--- src/rtl/mxv_pkg.sv ---
// Shared types and constants for the MxV command front end.
// Used by the frame parser and the serial-side helper stages.
package mxv_pkg;

  typedef logic [7:0] byte_t;

  typedef enum logic [2:0] {
    IDLE,
    LEN,
    CMD,
    PAYLOAD,
    END
  } parser_state_t;

  localparam byte_t START_BYTE_C = 8'hFE;
  localparam byte_t END_BYTE_C = 8'hEF;

  localparam int unsigned MAX_LEN_C = 16;
  localparam int unsigned TIMEOUT_CYC_C = 1024;

  localparam byte_t CMD_SET_N = 8'h01;
  localparam byte_t CMD_START = 8'h03;
  localparam byte_t CMD_LOAD = 8'h04;

  // A LEN byte counts CMD plus payload, so zero is never legal.
  function automatic logic len_ok(
    input byte_t len,
    input byte_t max_len
  );
    return (len != 8'h00) && (len <= max_len);
  endfunction

endpackage

--- src/rtl/frame_timeout_counter.sv ---
// Idle-cycle watchdog for byte-oriented serial stages.
// Pulses expired_o on the TIMEOUT_CYC-th idle cycle while enabled.
module frame_timeout_counter #(
  parameter int unsigned TIMEOUT_CYC = 1024
) (
  input  logic clk_i,
  input  logic rst_ni,
  input  logic clear_i,
  input  logic enable_i,
  output logic expired_o
);

  localparam int CNT_W =
    (TIMEOUT_CYC > 2) ? $clog2(TIMEOUT_CYC) : 1;
  localparam logic [CNT_W-1:0] LAST =
    CNT_W'(TIMEOUT_CYC - 1);

  logic [CNT_W-1:0] cnt_q;
  logic [CNT_W-1:0] cnt_d;

  // Expiry depends only on the count, so a byte
  // landing on the same cycle cannot mask it.
  assign expired_o = enable_i && (cnt_q == LAST);

  // Next count: restart on a byte, when idle, or on expiry.
  always_comb begin
    cnt_d = cnt_q + CNT_W'(1);
    if (clear_i || !enable_i || expired_o) begin
      cnt_d = '0;
    end
  end

  // Count register.
  always_ff @(posedge clk_i or negedge rst_ni) begin
    if (!rst_ni) begin
      cnt_q <= '0;
    end else begin
      cnt_q <= cnt_d;
    end
  end

endmodule

--- src/rtl/cmd_frame_parser.sv ---
// Frame delineation for START, LEN, CMD, payload, END command frames.
// Streams payload, reports the command and drives counter enable/clear.
module cmd_frame_parser
  import mxv_pkg::*;
#(
  parameter byte_t       START_BYTE  = START_BYTE_C,
  parameter byte_t       END_BYTE    = END_BYTE_C,
  parameter int unsigned MAX_LEN     = MAX_LEN_C,
  parameter int unsigned TIMEOUT_CYC = TIMEOUT_CYC_C
) (
  input  logic                       clk,
  input  logic                       rst,
  input  logic [7:0]                 i_rx_data,
  input  logic                       i_rx_valid,
  output logic [7:0]                 o_cmd,
  output logic [7:0]                 o_data,
  output logic                       o_data_valid,
  output logic [$clog2(MAX_LEN)-1:0] o_data_idx,
  output logic                       o_cmd_done,
  output logic                       o_cnt_ena,
  output logic                       o_cnt_clear,
  output logic                       o_err,
  output logic                       o_busy
);

  localparam int IDX_W = $clog2(MAX_LEN);
  localparam int LEN_W = $clog2(MAX_LEN + 1);
  localparam byte_t MAX_LEN_B = byte_t'(MAX_LEN);

  parser_state_t    state_q;
  logic [LEN_W-1:0] rem_q;
  logic [IDX_W-1:0] idx_cnt_q;
  logic [IDX_W-1:0] idx_q;
  byte_t            cmd_q;
  byte_t            data_q;
  logic             dv_q;
  logic             done_q;
  logic             ena_q;
  logic             clr_q;
  logic             err_q;
  logic             busy_q;

  logic tmo_en;
  logic tmo_expired;

  assign tmo_en = (state_q != IDLE);

  frame_timeout_counter #(
    .TIMEOUT_CYC(TIMEOUT_CYC)
  ) u_tmo (
    .clk_i    (clk),
    .rst_ni   (rst),
    .clear_i  (i_rx_valid),
    .enable_i (tmo_en),
    .expired_o(tmo_expired)
  );

  // Frame FSM with registered strobes; an aborted
  // frame returns straight to IDLE, so an offending
  // START byte never opens a new frame.
  always_ff @(posedge clk or negedge rst) begin
    if (!rst) begin
      state_q   <= IDLE;
      rem_q     <= '0;
      idx_cnt_q <= '0;
      idx_q     <= '0;
      cmd_q     <= '0;
      data_q    <= '0;
      dv_q      <= 1'b0;
      done_q    <= 1'b0;
      ena_q     <= 1'b0;
      clr_q     <= 1'b0;
      err_q     <= 1'b0;
      busy_q    <= 1'b0;
    end else begin
      dv_q   <= 1'b0;
      done_q <= 1'b0;
      ena_q  <= 1'b0;
      clr_q  <= 1'b0;
      err_q  <= 1'b0;
      if (tmo_expired) begin
        err_q   <= 1'b1;
        clr_q   <= 1'b1;
        busy_q  <= 1'b0;
        state_q <= IDLE;
      end else if (i_rx_valid) begin
        unique case (state_q)
          IDLE: begin
            if (i_rx_data == START_BYTE) begin
              busy_q  <= 1'b1;
              state_q <= LEN;
            end
          end
          LEN: begin
            if (len_ok(i_rx_data, MAX_LEN_B)) begin
              rem_q   <= i_rx_data[LEN_W-1:0];
              state_q <= CMD;
            end else begin
              err_q   <= 1'b1;
              clr_q   <= 1'b1;
              busy_q  <= 1'b0;
              state_q <= IDLE;
            end
          end
          CMD: begin
            cmd_q     <= i_rx_data;
            idx_cnt_q <= '0;
            idx_q     <= '0;
            rem_q     <= rem_q - LEN_W'(1);
            if (rem_q == LEN_W'(1)) begin
              state_q <= END;
            end else begin
              state_q <= PAYLOAD;
            end
          end
          PAYLOAD: begin
            data_q    <= i_rx_data;
            dv_q      <= 1'b1;
            idx_q     <= idx_cnt_q;
            idx_cnt_q <= idx_cnt_q + IDX_W'(1);
            rem_q     <= rem_q - LEN_W'(1);
            if (rem_q == LEN_W'(1)) begin
              state_q <= END;
            end
          end
          END: begin
            if (i_rx_data == END_BYTE) begin
              done_q <= 1'b1;
              ena_q  <= 1'b1;
            end else begin
              err_q <= 1'b1;
              clr_q <= 1'b1;
            end
            busy_q  <= 1'b0;
            state_q <= IDLE;
          end
          default: begin
            busy_q  <= 1'b0;
            state_q <= IDLE;
          end
        endcase
      end
    end
  end

  assign o_cmd        = cmd_q;
  assign o_data       = data_q;
  assign o_data_valid = dv_q;
  assign o_data_idx   = idx_q;
  assign o_cmd_done   = done_q;
  assign o_cnt_ena    = ena_q;
  assign o_cnt_clear  = clr_q;
  assign o_err        = err_q;
  assign o_busy       = busy_q;

endmodule
--- config.mk ---
export PLATFORM = sky130hd
export DESIGN_NAME = cmd_frame_parser
export DESIGN_NICKNAME = d
export VERILOG_FILES = /design/src/rtl/mxv_pkg.sv /design/src/rtl/frame_timeout_counter.sv /design/src/rtl/cmd_frame_parser.sv
export SDC_FILE = /design/constraint.sdc
export NUM_CORES = 1
export LEC_CHECK = 0
export ABC_AREA = 0
export CAP_MARGIN = 25
export CORE_MARGIN = 3
export CORE_UTILIZATION = 40
export DETAILED_ROUTE_END_ITERATION = 8
export PLACE_DENSITY = 0.72
export SLEW_MARGIN = 0
export SYNTH_ARGS = -nofsm -noshare
export SYNTH_HDL_FRONTEND = slang
export SYNTH_SLANG_ARGS = --single-unit
--- constraint.sdc ---
create_clock -name clk -period 3.94 [get_ports clk]
set_input_delay 0.394 -clock clk [delete_from_list [all_inputs] [get_ports clk]]
set_output_delay 0.394 -clock clk [all_outputs]
set_load 0.005 [all_outputs]
==> results by group <==
Yosys
  – Share of the synthesized area in the top cell type: 51.1%
  – Leading area contributor after synthesis: dfrtp_1
  – Cells after Synth: between 200 and 250
  – #FFs+latches synth: 46
  – Synth Cell Area: 2250 µm²
  – Warnings, synthesis: 0
  – Net count after synthesis: 229
  – Register area share after synthesis: 51.1%
  – Number of flops mapped to enable cells by yosys: 0
  – Post-synth top cells: dfrtp_1, nand2_1, nor2_1
  – Yosys cell types: 50
  – Synth Flop Type: dfrtp_1
  – Synthesized area per cell: 10.5 µm²
  – Async S/R FF share, synth: 100%
  – Most numerous cell in the Yosys netlist: dfrtp_1
  – Top post-synthesis cells by area: dfrtp_1, mux2_2, nand2_1

Final layout
  – Fin cells: 318
  – Ant diodes: 0
  – Share of layout cells above drive strength 1: 14.9%
  – FILL cells: 487
  – Final net count: 262
  – Layout area overhead: 22.9%

Clock tree
  – Num CTS Buffers: 5
  – CTS root buffer: clkbuf_8
  – Cts hold-fix bufs: 0
  – Post-CTS setup buffers: 0
  – H-tree levels: 2
  – Worst skew pair latency: 300 ps
  – Clock-pin slew on the worst setup and hold paths: around 90 ps
  – Number of clock sinks: 46
  – CTS tree: built
  – CTS Buffer Depth: 2
  – Post-cts sizing count: 0

Drt
  – DRC Markers: 0
  – Antenna Nets Post-Route: 0
  – Vias per cell: around 5.2
  – Via count: 1641
  – Starting DRT DRC Count: 71
  – Total wire length: 4.34 mm
  – WL/cell: around 14 µm
  – Drt pass-1 iters: 4

GRT
  – First-pass GRT wire length: approximately 7.5 mm
  – Vias in the first global route: between 1.5k and 2k
  – GRT overflow: 0
  – Overall routing resource usage: approximately 15%
  – Initial antenna violation count: 0
  – Pin count of the biggest net entering global routing: 47

Setup path
  – Worst-path maximum fanout: 12
  – Reg2reg path depth: 5
  – Flop2flop setup slack: roughly 1800 ps
  – Beginning of the worst register-to-register path: state_q[0]
  – Setup CP Type: flop to flop
  – Worst r2r dst: rem_q[3]
  – Critical path startpoint: state_q[0]
  – CP required: 4110 ps
  – Arrival @ worst endpoint: 2280 ps
  – Crit path launch type: flop
  – Crit path to: rem_q[3]
  – Critical path capture point type: flop

Timing
  – Setup TNS: 0 ps
  – RSZ-0062 raised after global routing: false
  – Tcrit/Tclk final: 53.7%
  – Final setup fails: 0
  – Worst Tran Pin Value: 617 ps
  – Hold Fails Final Rpt: 0
  – Slew headroom: about three fifths
  – Final setup margin: 1830 ps
  – Final Max Tran Viols: 0
  – Fmax: between 400 and 500 MHz
  – Clock Skews: ~5.5 ps
  – Hold_ws: around 14 ps
  – Min cycle time layout: 2110 ps

Floorplan
  – Starting density of the core: 42.7%
  – Std cell rows: 26
  – Chip height: between 80 and 90 µm
  – CORE AREA: 5270 µm²
  – DIE WIDTH: 81.0 µm
  – Top Ports: 37
  – Die ar.: 6570 µm²

Placement
  – Post-placement worst setup slack: 1530 ps
  – IO buf count: 36
  – Final HPWL DP: slightly above 3 mm
  – GPL Wtd Cong: around 0.85
  – # placed instances: between 300 and 400

Power
  – Leakage power: 1.17 nW
  – Pwr Total: 1.90 mW
  – Pwr per Cell Area: approximately 690 nW/µm²
  – Worst IR Drop VDD: 337 µV

Status
  – Status: complete, no violations

Job
  – Total of max-cap violations: 0

Worst hold path
  – Hold Path Class: input pin to async pin
[where the power goes]
part	total, mW	internal [mW]	switching (mW)
Sequential	0.797	0.646	0.151
Combinational	0.748	0.433	0.316
Clock	0.354	0.190	0.164
[sequential cells by signal, summed over array words and instances (netlist names)]
register      count
o_cnt_ena         1
idx_cnt_q         4
state_q           3
u_tmo.cnt_q      10
o_err             1
o_busy            1
o_cmd             8
o_data_valid      1
o_data_idx        4
o_data            8
rem_q             5
[metrics by stage]
| step | cell area [µm²] | util (%) |
|---|---|---|
| 6_report | 2770 | 52.5 |
| 5_1_grt | 2770 | 52.5 |
| 4_1_cts | 2750 | 52.1 |
| 3_5_place_dp | 2640 | 50.0 |
| 3_3_place_gp | 2640 | 50.0 |
| 2_1_floorplan | 2250 | - |
[area by class of cell]
class / instances / area [µm²] / area share [%]
Clock buffer: 5 / 68.8 / 2.49
Clock inverter: 3 / 43.8 / 1.58
Inverter: 8 / 30.0 / 1.08
Multi-Input combinational cell: 149 / 1010 / 36.5
Sequential cell: 46 / 1150 / 41.6
Tap cell: 70 / 87.6 / 3.16
Timing Repair Buffer: 37 / 375 / 13.6
[layer usage]
layer	routed length [µm]	global-route usage (%)
met1	2050	19.2
met2	2020	23.2
met3	217	4.32
met4	57	4.56
met5	0	0
[critical path, cell delays in order (launching register included)]
cell,delay [ps]
dfrtp_1,550
nor3_2,330
and4b_1,330
or3_4,380
o32ai_1,270
o21ai_1,120
[placed cells by master, fill, tap and decap left out, types with 3 or more instances in the layout]
master           count
dfrtp_1             46
clkdlybuf4s50_1     35
nand2_1             23
nor2_1              22
mux2_2              17
o21ai_0             12
nand3_1              9
inv_1                8
xor2_1               6
clkbuf_8             5
a31oi_1              4
a21oi_1              4
ha_1                 4
and3_1               3
nand4_1              3
nand3b_1             3
nor3_1               3
[worst min path at each step]
stage	from	to	slack (ps)	cells after the start
2_1_floorplan	rst	idx_cnt_q[0]	100	0
3_3_place_gp	o_data_idx[2]	o_data_idx[2]	460	2
3_5_place_dp	o_data_idx[3]	o_data_idx[3]	470	2
4_1_cts	rst	o_cmd[2]	300	1
5_1_grt	rst	o_cmd[5]	20	1
6_report	rst	o_cmd[2]	10	1
[logic make-up (layout without fill, tap and decap cells)]
logic type                 Yosys count  in the layout  share of synthesized area, %
buffers and inverters               19             53                          4.00
muxes                               20             20                          9.89
adders and majority gates            4              4                          2.22
and+or+nand+nor                     86             86                          20.5
DFF                                 46             46                          51.1
AOI/OAI and AO/OA                   31             31                          9.17
xor gates and xnor gates             8              8                          3.11
Power figures use the tool's default switching activity.
==> patch, RTL diff (config.mk and constraints unchanged) <==
The 5 states of `parser_state_t` get a one-hot encoding in 5 bits.
--- a/src/rtl/mxv_pkg.sv
+++ b/src/rtl/mxv_pkg.sv
@@ -4,12 +4,12 @@
 
   typedef logic [7:0] byte_t;
 
-  typedef enum logic [2:0] {
-    IDLE,
-    LEN,
-    CMD,
-    PAYLOAD,
-    END
+  typedef enum logic [4:0] {
+    IDLE    = 5'b00001,
+    LEN     = 5'b00010,
+    CMD     = 5'b00100,
+    PAYLOAD = 5'b01000,
+    END     = 5'b10000
   } parser_state_t;
 
   localparam byte_t START_BYTE_C = 8'hFE;
Check against the original RTL: same outputs for any inputs over 10 cycles, from zero or initial values and one cycle with rst low; not proved beyond that.
==> patch against the unedited design <==
- fmax fell by 6.6%
- non-clock buffer count did not move
- cell area up 3.6%
- sequential share of layout area up 0.36 points
- routed wire length up 12%
- setup slack worse by 0.15 ns
- clock power grew 9.3%
- global-route usage up 1.3 points
- power rose by 3.3%
- synthesized area up 2.2%
- sequential cell count rose by 2
- critical path type unchanged
- largest power group unchanged
- highest routed layer unchanged
==> patch: results (changes against the unedited design) <==
* Synth area leaders: sky130_fd_sc_hd__dfrtp_1, sky130_fd_sc_hd__mux2_2, sky130_fd_sc_hd__nand2_1, sky130_fd_sc_hd__nor2_1, sky130_fd_sc_hd__xor2_1
* Final routed wirelength across all metal layers: 4840 microns (+12%)
- Number of fillers in the final layout: 479 (-1.6%)
- The met3 wire length is 150 microns (-31%).
- The flip-flop count of the largest register, all copies and words added came to 10 (unchanged).
- The count of mapped cells out of synthesis came to 208 (-2.8%).
* CP max-delay cell: sky130_fd_sc_hd__dfstp_2
* Instance area after placement: 0.00274 sq mm (+4.0%)
- The total nets after synthesis was 223 (-2.6%).
* Uppermost layer routed: met4
* Detailed placement HPWL: 3590 microns (+16%)
- The worst-path maximum fanout came to 10 (-2).
* Insertion delay of the later-clocked pin in the worst-skew pair: 0.30 ns (about the same)
- The largest net degree at the start of global routing came to 29 (-38%).
- Transition time at the pin with the least slew margin: 0.724 ns (+0.107 ns)
- GR Util All Layers: 0.159 (+0.0128)
* Yosys cell types: 52 (+4.0%)
- On the worst path, the slowest cell contributes a delay of 0.56 ns.
- The count of buffers inserted at the top-level ports is 36 (unchanged).
- Count of hold buffers inserted by post-cts repair: 0 (unchanged)
* Worst-case vdd ir drop: 365 uV (+8.2%)
* Static Leakage: 0.00123 uW (+4.7%)
- Global-route wire length before repair: 8170 microns (+9.3%)
- The detailed router's first-iteration violation count came to 88 (+24%).
* Worst-case clock skew: 0.0135 ns (+0.00797 ns)
- The total via count after detailed routing was 1,733 (+5.6%).
- Maximum count of clock buffers along a single path: 2 (unchanged)
* Count of placed standard cells in the final layout, fillers left out: 319 (+0.31%)
* Main synth FF type: sky130_fd_sc_hd__dfrtp_1
- GR Layer Usage met1: 0.223 (+0.0303)
- Minimum setup slack after placement: 1.44 ns (-0.0926 ns)
* Result of the run: finished clean
- H-tree levels: 2 (unchanged)
- The internal power contribution came to 1310 uW (+3.5%).
* Number of placed cells counting well taps: 311 (+0.65%)
- Ratio of cells with drive above 1 in the final layout: 0.165 (+0.0155)
- Critical path arrival: 2.49 ns (+0.21 ns)
* Met2 usage in global routing: 0.247 (+0.0156)
* DR WL met2: 2320 microns (+15%)
- Routability congestion estimate: 0.806 (-5.7%)
- Seq/Total Area, Yosys: 0.523 (+0.0115)
- The post-CTS clock slew at the launch and capture registers of the worst setup and hold paths is 0.09 ns (about the same).
* Most common library cells after synthesis: sky130_fd_sc_hd__dfrtp_1, sky130_fd_sc_hd__nand2_1, sky130_fd_sc_hd__mux2_2
* Number of antenna cells inserted: 0 (unchanged)
- Final net count: 263 (+0.38%)
* GR met3 Demand/Resource: 0.0318 (-0.0114)
- Wire length on met1: 2300 microns (+12%)
## patch: cell count changes in the layout (fill, tap and decap cells not counted), moves of 3 or more
cell / before / now
sky130_fd_sc_hd__nand2_1: 23 / 19
sky130_fd_sc_hd__a22o_1: 1 / 5
sky130_fd_sc_hd__o21ai_0: 12 / 9
sky130_fd_sc_hd__a31oi_1: 4 / 0
sky130_fd_sc_hd__a21oi_1: 4 / 8
sky130_fd_sc_hd__nor2_1: 22 / 16
## patch: cell type report
class                           instances  area [sq um]  area share
Sequential cell                        48          1200       0.419
Clock inverter                          1          30.0      0.0105
Clock buffer                            7          96.3      0.0336
Timing Repair Buffer                   37           375       0.131
Inverter                                8          30.0      0.0105
Tap cell                               70          87.6      0.0306
Multi-Input combinational cell        148          1040       0.364
## patch: final timing paths
kind                                 from        endpoint  slack (ns)  cells past startpoint
setup / recovery               state_q[0]  u_tmo.cnt_q[7]        1.68                      4
hold / removal                        rst   o_data_idx[3]        0.05                      1
setup reg to reg               state_q[0]  u_tmo.cnt_q[7]        1.68                      4
hold reg to reg            u_tmo.cnt_q[0]  u_tmo.cnt_q[0]        0.49                      1
max in group asynchronous             rst      state_q[0]        3.29                      2
min in group clk           u_tmo.cnt_q[0]  u_tmo.cnt_q[0]        0.49                      1
## patch: power by group through the flow
stage	registers [uW]	logic [uW]	clock network [uW]
2_1_floorplan	792	455	0
3_3_place_gp	802	760	0
3_5_place_dp	809	776	0
4_1_cts	799	782	395
5_1_grt	827	864	420
6_report	798	776	387
## patch: cell families (layout without fill, tap and decap cells)
group	after synthesis	after routing	synth area share
xor+xnor	9	9	0.0343
buf+inv	12	53	0.0234
flops	48	48	0.523
simple gates	72	72	0.162
compound gates	45	45	0.149
mux	18	18	0.0875
fa+ha+maj	4	4	0.0218
